## config.mk

```make
export PLATFORM = sky130hd
export DESIGN_NAME = icosoc_irq_ctrl
export DESIGN_NICKNAME = d
export VERILOG_FILES = /design/src/rtl/icosoc_irq_ctrl.sv
export SDC_FILE = /design/constraint.sdc
export NUM_CORES = 1
export LEC_CHECK = 0
export ABC_AREA = 1
export CORE_MARGIN = 2
export CORE_UTILIZATION = 47
export DETAILED_ROUTE_END_ITERATION = 8
export PLACE_DENSITY = 0.92
export SETUP_SLACK_MARGIN = 0.02
export SLEW_MARGIN = 10
export SYNTH_ARGS = -nofsm -noshare
export SYNTH_HDL_FRONTEND = slang
export SYNTH_SLANG_ARGS = --single-unit
export TNS_END_PERCENT = 5
```

## constraint.sdc

```tcl
create_clock -name clk -period 3.6 [get_ports clk]
set_input_delay 0.72 -clock clk [delete_from_list [all_inputs] [get_ports clk]]
set_output_delay 0.72 -clock clk [all_outputs]
set_load 0.02 [all_outputs]
```

## src/rtl/icosoc_irq_ctrl.sv

```systemverilog
// Interrupt aggregator for icosoc peripherals.
// Latches one-cycle irq pulses into sticky PENDING bits, masks them, reports
// the lowest-index active source, records lost pulses in OVERFLOW and drives
// a registered cpu_irq level. Programmed over the icosoc ctrl register bus.
//
// Ports:
//   clk        system clock, all state on rising edge
//   reset      asynchronous, active-high reset
//   irq_in     per-source irq pulses; each high cycle is one event
//   ctrl_wr    register write request, held until ctrl_done
//   ctrl_rd    register read request, held until ctrl_done
//   ctrl_addr  register byte address
//   ctrl_wdat  write data
//   ctrl_rdat  read data, valid in the ctrl_done cycle, 0 otherwise
//   ctrl_done  one-cycle access completion pulse
//   cpu_irq    high while any PENDING & MASK bit was set at the previous edge
module icosoc_irq_ctrl #(
    parameter int unsigned NUM_IRQ = 8
) (
    input  logic               clk,
    input  logic               reset,
    input  logic [NUM_IRQ-1:0] irq_in,
    input  logic               ctrl_wr,
    input  logic               ctrl_rd,
    input  logic [7:0]         ctrl_addr,
    input  logic [31:0]        ctrl_wdat,
    output logic [31:0]        ctrl_rdat,
    output logic               ctrl_done,
    output logic               cpu_irq
);

    localparam logic [7:0] ADDR_PENDING  = 8'h00;
    localparam logic [7:0] ADDR_MASK     = 8'h04;
    localparam logic [7:0] ADDR_ACTIVE   = 8'h08;
    localparam logic [7:0] ADDR_STATUS   = 8'h0C;
    localparam logic [7:0] ADDR_OVERFLOW = 8'h10;

    logic [NUM_IRQ-1:0] pending;
    logic [NUM_IRQ-1:0] mask;
    logic [NUM_IRQ-1:0] overflow;
    logic [NUM_IRQ-1:0] active;
    logic [NUM_IRQ-1:0] wdat_irq;
    logic [NUM_IRQ-1:0] pend_clr;
    logic [NUM_IRQ-1:0] ovf_clr;
    logic [NUM_IRQ-1:0] ovf_set;
    logic               access;
    logic               wr_en;
    logic [4:0]         low_idx;
    logic [31:0]        status;
    logic [31:0]        rd_mux;
    logic               unused_wdat;

    // A request held across its own done cycle must not complete twice.
    assign access   = (ctrl_wr | ctrl_rd) & ~ctrl_done;
    assign wr_en    = access & ctrl_wr;
    assign wdat_irq = ctrl_wdat[NUM_IRQ-1:0];
    // Upper write-data bits have no backing storage when NUM_IRQ < 32.
    assign unused_wdat = ^ctrl_wdat;

    assign active = pending & mask;

    assign pend_clr = (wr_en && ctrl_addr == ADDR_PENDING)  ? wdat_irq : '0;
    assign ovf_clr  = (wr_en && ctrl_addr == ADDR_OVERFLOW) ? wdat_irq : '0;
    // An event coinciding with its own W1C replaces the cleared one, so it is
    // not counted as lost.
    assign ovf_set  = irq_in & pending & ~pend_clr;

    // Priority encoder: scan downwards so the lowest active index wins.
    always_comb begin
        low_idx = '0;
        for (int i = NUM_IRQ - 1; i >= 0; i--) begin
            if (active[i]) begin
                low_idx = 5'(i);
            end
        end
    end

    assign status = {|active, 26'd0, low_idx};

    // Read mux over the pre-edge register values.
    always_comb begin
        rd_mux = '0;
        case (ctrl_addr)
            ADDR_PENDING:  rd_mux = 32'(pending);
            ADDR_MASK:     rd_mux = 32'(mask);
            ADDR_ACTIVE:   rd_mux = 32'(active);
            ADDR_STATUS:   rd_mux = status;
            ADDR_OVERFLOW: rd_mux = 32'(overflow);
            default:       rd_mux = '0;
        endcase
    end

    // Register state, bus handshake and cpu_irq.
    always_ff @(posedge clk or posedge reset) begin
        if (reset) begin
            pending   <= '0;
            mask      <= '0;
            overflow  <= '0;
            ctrl_rdat <= '0;
            ctrl_done <= 1'b0;
            cpu_irq   <= 1'b0;
        end else begin
            pending  <= (pending & ~pend_clr) | irq_in;
            overflow <= (overflow & ~ovf_clr) | ovf_set;
            if (wr_en && ctrl_addr == ADDR_MASK) begin
                mask <= wdat_irq;
            end
            cpu_irq   <= |active;
            ctrl_done <= access;
            ctrl_rdat <= (access && ctrl_rd) ? rd_mux : '0;
        end
    end

endmodule

```

==> metrics.csv <==
metric,value,unit
clock latency on the worst-skew pair,280,ps
Critical Path Stages,8,
crit path kind,in2reg,
Worst Setup Start Kind,input pin,
initial antenna violation count,0,
register area share after synthesis,0.417,
Max rail drop VDD,171,µV
H-Tree Depth,2,
vias,1696,
Post-Place Cells,346,
"Largest stage delay, worst path",480,ps
top cell type's share of synthesized area,0.417,
Starting Density,0.486,
GRT Util Overall,0.177,
cts repair resizes,0,
Num CTS Buffers,5,
slowest CP cell,clkdlybuf4s50_1,
Static Leak,1.21,nW
final net count,353,
area delta synth->final,20.1,%
Final Non-Filler Cells,354,
CP top delay family,simple AND/OR/NAND/NOR gates,
f_max,459,MHz
DPL Wire Length,3210,µm
CP arrival,2350,ps
first-pass GRT wire length,7120,µm
crit path from,ctrl_addr[3],
FF-to-FF path depth,6,
status,completed,
hold buffers post-CTS,0,
Worst Skew,5.66,ps
WP buf/inv,3,
via density per instance,4.79,
n_diodes,0,
Die X,70.8,µm
crit path time final,2180,ps
synth top area cells,"dfrtp_1, nand2_1, buf_4, o21ai_2, inv_1",
Worst-path clk slew,60,ps
DR iter-0 viols,140,
post-synth top area cell,dfrtp_1,
Clk network pwr share,0.336,
Switching Share,0.268,
reg-to-reg endpoint,overflow[3]$_DFF_PP0_,
PD cells,314,nW/µm²
YS warnings,0,
Netlist Area Pre-Place,2100,µm²
layout cell share with drive strength beyond 1,0.162,
Synth Instances,258,
PortBufs,38,
Most used DFF post-synth,dfrtp_1,
# Max-Cap Violations,0,
Hold Path Class,reg2reg,
Worst Path Required,3770,ps
Wirelength per Cell,11.8,µm
# setup viols final,0,
Die Y,70.8,µm
clk buf depth,2,
Synth Area per Inst,8.14,µm²
clk sinks,35,
Routed Antenna Nets,0,
RSZ-0062 raised after global routing,false,
Async SR Flop Fraction,1.00,
"flops & latches, synth",35,
Post-CTS Setup Inserts,0,
number of synthesized flops with an enable pin,0,
Synth cell types,30,
DRT Pass-1 Iters,4,
worst path cell trace,clkdlybuf4s50_1 -> inv_2 -> nand3_2 -> inv_4 -> and3_1 -> nand2_1 -> nand2_1 -> o21ai_2,
"Hold Violations, Final",0,
most common cell in the netlist,nand2_1,
switching power,0.212,mW
setup_tns,0,ps
CTS tree,yes,
vias in the first global route,1658,
Max Transition Viols Final,0,
row cnt,24,
R2R Setup Slk,2020,ps
largest net degree at the start of global routing,36,
CP endpoint,overflow[3]$_DFF_PP0_,
CP most frequent cell,nand2_1,
Internal,0.580,mW
Reg power frac,0.508,
RD Place Congestion,0.906,
Placeable Area,4320,µm²
crit path max fanout,9,
Synth top cells by count,"nand2_1, dfrtp_1, inv_1",
Total Power,0.793,mW
Final Cycle Share,0.605,
Critical Path End Type,flop,
die area,5020,µm²
GRT Residual Overflow,0,
clk root buf,clkbuf_8,
I/O pins,86,
reg2reg start,ctrl_done$_DFF_PP0_,
Post-route DRC,0,
Routed WL,4180,µm
combinational share of power,0.156,
-- worst min-delay path by stage --
stage                                startpoint               endpoint  slack (ps)  depth (start not counted)
final                     overflow[0]$_DFF_PP0_  overflow[0]$_DFF_PP0_         490                          2
after global routing      overflow[1]$_DFF_PP0_  overflow[1]$_DFF_PP0_         510                          2
after CTS                 overflow[0]$_DFF_PP0_  overflow[0]$_DFF_PP0_         490                          2
after detailed placement  overflow[0]$_DFF_PP0_  overflow[0]$_DFF_PP0_         470                          2
after global placement    overflow[1]$_DFF_PP0_  overflow[1]$_DFF_PP0_         470                          2
after floorplan           overflow[1]$_DFF_PP0_  overflow[1]$_DFF_PP0_         450                          2
-- cells in the final DEF, fill, tap and decap left out, drive strengths merged --
cell | Yosys | layout
nand2 | 80 | 80
clkdlybuf4s50 | 0 | 38
dfrtp | 35 | 35
inv | 33 | 33
o21ai | 28 | 28
conb | 1 | 23
nor2 | 21 | 21
nand3 | 18 | 18
clkbuf | 0 | 7
o2111ai | 4 | 4
nand4 | 2 | 2
a31oi | 2 | 2
nor3 | 2 | 2
a21oi | 2 | 2
clkinv | 1 | 2
o21bai | 1 | 1
a21boi | 1 | 1
nand3b | 1 | 1
and3 | 1 | 1
buf | 25 | 1
-- logic make-up (layout without fill, tap and decap cells) --
family,Yosys count,after routing,synth area share
other,1,23,0.00179
AND/OR/NAND/NOR,125,125,0.293
flip-flops,35,35,0.417
AO/OA/AOI/OAI,38,38,0.130
buffers and inverters,59,81,0.159
-- registers in the layout (all words and copies together), names as in the netlist --
name / cells
pending: 8
ctrl_rdat: 9
mask: 8
overflow: 8
cpu_irq: 1
ctrl_done: 1
-- layout make-up --
type / count / area [µm²]
fill: 381 / 1800
timing repair buffer: 39 / 388
tap: 52 / 65.1
clock buffer: 7 / 76.3
inverter: 34 / 138
sequential: 35 / 876
multi-input combinational: 186 / 973
clock inverter: 1 / 5.00
-- layer usage --
metal  track usage  part of all wire
met5             0                 0
met3        0.0356             0.085
met4        0.0461            0.0086
met1         0.226              0.42
met2         0.306              0.49
-- through the flow --
stage          cell area (µm²)  worst slack (ps)  hold slack [ps]  utilization
2_1_floorplan             2180              1960              455            -
3_3_place_gp              2440              1190              474        0.564
3_5_place_dp              2440              1140              472        0.564
4_1_cts                   2520              1440              488        0.583
5_1_grt                   2520              1320              511        0.583
6_report                  2520              1420              486        0.583
-- power groups by stage --
stage	clock network [mW]	logic (mW)	registers [mW]
2_1_floorplan	0	0.0873	0.414
3_3_place_gp	0	0.122	0.409
3_5_place_dp	0	0.124	0.410
4_1_cts	0.274	0.124	0.402
5_1_grt	0.293	0.137	0.403
6_report	0.267	0.124	0.402
-- tightest hold or removal path, cell delays in order, from the launching register on --
cell,delay (ps)
dfrtp_1,340
nand2_1,70
o21ai_2,50
(Power assumes the default switching activity.)
